--- src/rtl/uart_pkg.sv ---
// Shared UART definitions: frame phase encoding and data-width limits.
// Latency: n/a (types and constants only).
// Backpressure: n/a.
package uart_pkg;

    localparam int UART_PHASE_W       = 3;
    localparam int UART_MIN_DATA_BITS = 5;

    typedef enum logic [UART_PHASE_W-1:0] {
        IDLE   = 3'd0,
        START  = 3'd1,
        DATA   = 3'd2,
        PARITY = 3'd3,
        STOP   = 3'd4
    } phase_e;

    // True when a requested data width lies inside the supported window.
    function automatic logic data_bits_legal(input logic [3:0] bits, input int max_bits);
        return (int'(bits) >= UART_MIN_DATA_BITS) && (int'(bits) <= max_bits);
    endfunction

endpackage

--- src/rtl/uart_baud_tick.sv ---
// Baud prescaler plus oversample counter producing tick, mid-bit and bit-end strobes.
// Latency: strobes are combinational decodes of the registered counters (0 cycles).
// Backpressure: none; enable_i gates counting, clear_i zeroes both counters.
//
// Ports: clk_i/rst_ni clock and async active-low reset; clear_i synchronous clear
// (wins over enable_i); enable_i advances the prescaler; div_i divisor D (tick every
// D+1 clocks); tick_o prescaler wrap; sample_o mid-bit strobe; bit_end_o last tick of a bit.
module uart_baud_tick #(
    parameter int OVERSAMPLE = 16,
    parameter int DIV_W      = 16
) (
    input  logic             clk_i,
    input  logic             rst_ni,
    input  logic             clear_i,
    input  logic             enable_i,
    input  logic [DIV_W-1:0] div_i,
    output logic             tick_o,
    output logic             sample_o,
    output logic             bit_end_o
);

    localparam int OS_W = $clog2(OVERSAMPLE);
    localparam logic [OS_W-1:0] OS_MID  = OS_W'(OVERSAMPLE / 2 - 1);
    localparam logic [OS_W-1:0] OS_LAST = OS_W'(OVERSAMPLE - 1);

    logic [DIV_W-1:0] presc_q;
    logic [OS_W-1:0]  os_q;
    logic             presc_wrap;

    // Equality compare with an explicit wrap to 0, so an all-ones divisor never overflows.
    assign presc_wrap = (presc_q == div_i);
    assign tick_o     = enable_i & presc_wrap;
    assign sample_o   = tick_o & (os_q == OS_MID);
    assign bit_end_o  = tick_o & (os_q == OS_LAST);

    always_ff @(posedge clk_i or negedge rst_ni) begin
        if (!rst_ni) begin
            presc_q <= '0;
            os_q    <= '0;
        end else if (clear_i) begin
            presc_q <= '0;
            os_q    <= '0;
        end else if (enable_i) begin
            if (presc_wrap) begin
                presc_q <= '0;
                os_q    <= (os_q == OS_LAST) ? '0 : os_q + 1'b1;
            end else begin
                presc_q <= presc_q + 1'b1;
            end
        end
    end

endmodule

--- src/rtl/uart_bit_sequencer.sv ---
// UART frame sequencer: walks start, data, optional parity and stop bits on baud ticks.
// Latency: start accepted in cycle 0 -> START in cycle 1; done_o one cycle after last bit_end.
// Backpressure: none; start_i is ignored while busy, abort_i returns to IDLE next cycle.
//
// Ports: clk_i/rst_ni clock and async active-low reset; baud_div_i divisor D;
// data_bits_i data width N (5..MAX_DATA_BITS); parity_en_i parity bit on; stop2_i two
// stop bits; start_i/abort_i control; busy_o, phase_o, bit_idx_o frame position;
// sample_o/bit_end_o bit strobes; done_o frame complete pulse; cfg_err_o rejected start.
module uart_bit_sequencer
    import uart_pkg::*;
#(
    parameter int OVERSAMPLE    = 16,
    parameter int DIV_W         = 16,
    parameter int MAX_DATA_BITS = 9
) (
    input  logic                    clk_i,
    input  logic                    rst_ni,
    input  logic [DIV_W-1:0]        baud_div_i,
    input  logic [3:0]              data_bits_i,
    input  logic                    parity_en_i,
    input  logic                    stop2_i,
    input  logic                    start_i,
    input  logic                    abort_i,
    output logic                    busy_o,
    output logic [UART_PHASE_W-1:0] phase_o,
    output logic [3:0]              bit_idx_o,
    output logic                    sample_o,
    output logic                    bit_end_o,
    output logic                    done_o,
    output logic                    cfg_err_o
);

    phase_e           phase_q, phase_d;
    logic [3:0]       bit_idx_q, bit_idx_d;
    logic             done_q, done_d;
    logic             cfg_err_q, cfg_err_d;
    logic             accept;

    // Frame configuration captured on an accepted start.
    logic [DIV_W-1:0] div_q;
    logic [3:0]       nbits_q;
    logic             par_q;
    logic             stop2_q;

    logic             tick;
    logic             sample;
    logic             bit_end;
    logic             step;
    logic             idle;
    logic             data_last;
    logic             stop_last;

    assign idle = (phase_q == IDLE);

    // Counters are held at zero in IDLE so a new frame always starts from a clean bit.
    uart_baud_tick #(
        .OVERSAMPLE (OVERSAMPLE),
        .DIV_W      (DIV_W)
    ) u_baud_tick (
        .clk_i      (clk_i),
        .rst_ni     (rst_ni),
        .clear_i    (abort_i | idle),
        .enable_i   (~idle),
        .div_i      (div_q),
        .tick_o     (tick),
        .sample_o   (sample),
        .bit_end_o  (bit_end)
    );

    // bit_end already implies a tick; spelled out so the advance condition reads directly.
    assign step      = tick & bit_end;
    assign data_last = (bit_idx_q == nbits_q - 4'd1);
    assign stop_last = ~stop2_q | (bit_idx_q == 4'd1);

    always_comb begin
        phase_d   = phase_q;
        bit_idx_d = bit_idx_q;
        done_d    = 1'b0;
        cfg_err_d = 1'b0;
        accept    = 1'b0;

        if (abort_i) begin
            phase_d   = IDLE;
            bit_idx_d = '0;
        end else begin
            case (phase_q)
                IDLE: begin
                    bit_idx_d = '0;
                    if (start_i) begin
                        if (data_bits_legal(data_bits_i, MAX_DATA_BITS)) begin
                            accept  = 1'b1;
                            phase_d = START;
                        end else begin
                            cfg_err_d = 1'b1;
                        end
                    end
                end
                START: begin
                    if (step) begin
                        phase_d   = DATA;
                        bit_idx_d = '0;
                    end
                end
                DATA: begin
                    if (step) begin
                        if (data_last) begin
                            phase_d   = par_q ? PARITY : STOP;
                            bit_idx_d = '0;
                        end else begin
                            bit_idx_d = bit_idx_q + 4'd1;
                        end
                    end
                end
                PARITY: begin
                    if (step) begin
                        phase_d   = STOP;
                        bit_idx_d = '0;
                    end
                end
                STOP: begin
                    if (step) begin
                        if (stop_last) begin
                            phase_d   = IDLE;
                            bit_idx_d = '0;
                            done_d    = 1'b1;
                        end else begin
                            bit_idx_d = bit_idx_q + 4'd1;
                        end
                    end
                end
                default: begin
                    phase_d   = IDLE;
                    bit_idx_d = '0;
                end
            endcase
        end
    end

    always_ff @(posedge clk_i or negedge rst_ni) begin
        if (!rst_ni) begin
            phase_q   <= IDLE;
            bit_idx_q <= '0;
            done_q    <= 1'b0;
            cfg_err_q <= 1'b0;
        end else begin
            phase_q   <= phase_d;
            bit_idx_q <= bit_idx_d;
            done_q    <= done_d;
            cfg_err_q <= cfg_err_d;
        end
    end

    always_ff @(posedge clk_i or negedge rst_ni) begin
        if (!rst_ni) begin
            div_q   <= '0;
            nbits_q <= '0;
            par_q   <= 1'b0;
            stop2_q <= 1'b0;
        end else if (accept) begin
            div_q   <= baud_div_i;
            nbits_q <= data_bits_i;
            par_q   <= parity_en_i;
            stop2_q <= stop2_i;
        end
    end

    assign busy_o    = ~idle;
    assign phase_o   = phase_q;
    assign bit_idx_o = bit_idx_q;
    assign sample_o  = sample;
    assign bit_end_o = bit_end;
    assign done_o    = done_q;
    assign cfg_err_o = cfg_err_q;

endmodule

--- config.mk ---
export PLATFORM = sky130hd
export DESIGN_NAME = uart_bit_sequencer
export DESIGN_NICKNAME = d
export VERILOG_FILES = /design/src/rtl/uart_pkg.sv /design/src/rtl/uart_baud_tick.sv /design/src/rtl/uart_bit_sequencer.sv
export SDC_FILE = /design/constraint.sdc
export NUM_CORES = 1
export LEC_CHECK = 0
export ABC_AREA = 1
export BUFFER_PORTS_ARGS = -buffer_cell sky130_fd_sc_hd__buf_2
export CORE_UTILIZATION = 50
export CTS_BUF_LIST = sky130_fd_sc_hd__clkbuf_8
export CTS_CLUSTER_DIAMETER = 120
export DETAILED_ROUTE_END_ITERATION = 8
export GPL_ROUTABILITY_DRIVEN = 0
export PLACE_DENSITY = 0.73
export SYNTH_ARGS = -nofsm -noshare
export SYNTH_HDL_FRONTEND = slang
export SYNTH_SLANG_ARGS = --single-unit
--- constraint.sdc ---
create_clock -name clk_i -period 1.7 [get_ports clk_i]
set_input_delay 0.34 -clock clk_i [delete_from_list [all_inputs] [get_ports clk_i]]
set_output_delay 0.34 -clock clk_i [all_outputs]
set_load 0.005 [all_outputs]
==> run metrics <==
hpwl dp=4.473 mm; Worst Setup SP=u_baud_tick.presc_q[13]$_DFFE_PN0P_; r2r setup slk=-0.05 ns; initial DRC count=103; number of flops mapped to enable cells by yosys=0; synth unique cells=39; clk_skew=0.01211 ns; DRT Pass-1 Iters=5; Num CTS Buffers=5; Synth warnings=0; worst endpoint required time=1.36 ns; Die W=77.80 um; fmax=0.5050 GHz; Layout area overhead=34.28%; Hold Fails Final Rpt=2; Hold Path Class=in -> async; placed cells=486; sequential share of power=39.7%; Final Cycle Share=116.5%; worst r2r src=u_baud_tick.presc_q[0]$_DFFE_PN0P_; status=finished with violations; RR Endpoint=u_baud_tick.presc_q[14]$_DFFE_PN0P_; wire length reported by the detailed router=6.667 mm; top cells by area, synth=dfrtp_1, nand2_1, nor2_1, inv_1, a21oi_1; core area=5507 um^2; vias=2,589; Hold Slack=-0.002343 ns; gr usage total=21.92%; Crit. End Element=primary output; synthesized cell area=2873 um^2; synthesized area per cell=8.161 um^2; kind of critical path=reg -> out; layout cells sized above 1=36.99%; post-route setup TNS=-0.6720 ns; Primary FF master, synth=dfrtp_1; internal power=2.780 mW; switching power=1.652 mW; Die Footprint=6053 um^2; vias in the first global route=2,519; antenna viol nets, final=0; commonest non-fill, non-tap cell in the layout=nand2_1; final instance area=3857 um^2; initial antenna violation count=0; leading area contributor after synthesis=dfrtp_1; worst reg-to-reg path cell count=10; Skew-Pair Late Insertion Delay=0.31 ns; worst slack at placement=-0.06591 ns; H-Tree Depth=2; Final min period=1.980 ns; row count=27; Syn Nets=383; most frequent cells in the layout=nand2_1, dfrtp_1, inv_1, buf_2; Die H=77.80 um; post-synthesis register bit count=51; Worst-path clk slew=0.10 ns; TritonCTS clock tree=built; Worst Path Arrival=1.64 ns; # nets final=469; Worst-Margin Slew=0.4106 ns; Final setup viols=7; sequential element share of the synthesized area=44.43%; startpoint types=register; CP max FO=2; IO Port Bufs=37; Synth top area share=44.43%; maxcap violations=0; Final Worst Setup Slack=-0.2802 ns; Antenna diodes=0; clock network power share=18.9%; Avg WL per Cell=13.07 um; global-route wire length before repair=10.56 mm; Non-Filler Instances=510; Async SR Flop Fraction=100.0%; grt ovf=0; pin count of the biggest net entering global routing=52; initial core utilization=52.17%; Post-DP Area=3377 um^2; Slew Viols, Final=0; sw frac=37.28%; clk sinks=51; RSZ-0062 raised after global routing=yes; vias per cell=5.076; I/O pin count=38; CTS Buffer Depth=2; PD cells=1149 nW/um^2; Remaining DRCs=0; failing checks=negative hold slack, negative setup slack; root buffer cell=clkbuf_8; peak supply drop=0.6187 mV; Syn Inst Count=352; Leakage=1.928 nW; Gate power share=41.4%; Max-Slew Margin vs Limit=72.46%
[power by group through the flow]
stage | Clock, mW | Sequential (mW) | Combinational (mW)
final | 0.837 | 1.76 | 1.84
after global routing | 0.892 | 1.80 | 2.05
after CTS | 0.852 | 1.75 | 1.55
after detailed placement | 0 | 1.77 | 1.52
after global placement | 0 | 1.76 | 1.48
after floorplan | 0 | 1.74 | 1.09
[Yosys cell counts (2+ instances only)]
cell / count
o21ai_2: 3
xnor2_1: 4
mux2_1: 5
mux2_2: 2
o211ai_1: 2
nand2_2: 4
inv_1: 42
nor3b_2: 2
buf_2: 3
nor2_4: 5
a21oi_1: 28
nand4_1: 6
nor4_1: 2
nor2_2: 2
o21ai_0: 5
nand3_1: 14
nor3_1: 11
ha_1: 5
xor2_1: 9
inv_2: 10
nor2_1: 44
nand2_1: 77
dfrtp_1: 51
[registers in the layout, summed over array words and instances (netlist names), 3 cells and up]
| register | count |
|---|---|
| div_q | 16 |
| u_baud_tick.presc_q | 16 |
| bit_idx_o | 4 |
| nbits_q | 4 |
| u_baud_tick.os_q | 4 |
| phase_o | 3 |
[metrics by stage]
step	total power [mW]	utilization (%)
after floorplan	2.826	-
after global placement	3.236	61.33
after detailed placement	3.289	61.33
after CTS	4.155	64.62
after global routing	4.741	70.05
final	4.433	70.05
[area by class of cell]
| type | instances | area, um^2 |
|---|---|---|
| Fill cell | 422 | 1649 |
| Multi-Input combinational cell | 243 | 1518 |
| Sequential cell | 51 | 1276 |
| Timing Repair Buffer | 84 | 660.6 |
| Inverter | 53 | 206.4 |
| Tap cell | 72 | 90.09 |
| Clock buffer | 5 | 68.82 |
| Clock inverter | 2 | 37.54 |
[how the worst max path moves through the flow]
stage / cells past startpoint / endpoint / slack [ns]
2_1_floorplan: 10 / sample_o / 0.08
3_3_place_gp: 9 / phase_o[1]$_DFFE_PN0P_ / -0.03
3_5_place_dp: 10 / phase_o[2]$_DFFE_PN0P_ / -0.07
4_1_cts: 9 / sample_o / -0.26
5_1_grt: 9 / sample_o / -0.36
6_report: 9 / sample_o / -0.28
[routing by layer]
metal  up-vias  part of all wire, %  global-route usage (%)
li1       1291                    -                       -
met1      1236                   45                   26.35
met2        52                   50                   39.20
met3        10                  3.5                   3.882
met4         0                  1.3                   7.547
met5         -                    0                       0
[worst max-delay path, cell delays in order (launching register included)]
cell	delay, ns
dfrtp_1	0.40
xor2_1	0.16
nor2_1	0.15
nand2_2	0.09
nor2_4	0.14
nand2_2	0.07
inv_2	0.06
nand2_2	0.04
nor3_2	0.09
buf_2	0.13
[cell families (layout without fill, tap and decap cells)]
logic type,Yosys count,after routing,share of synthesized area (%)
simple gates,173,173,29.09
buf+inv,58,144,8.188
flops,51,51,44.42
compound gates,45,45,9.408
xor+xnor,13,13,3.963
mux,7,7,2.744
fa+ha+maj,5,5,2.178
[what timing repair did]
item / in CTS / in global routing
endpoints found under the setup margin: 12 / 29
gates resized for setup: 9 / 44
setup buffers: 6 / 10
hold buffers: 0 / 0
pin swaps: 4 / 22
cloned: 0 / 2
(Power assumes the default switching activity.)
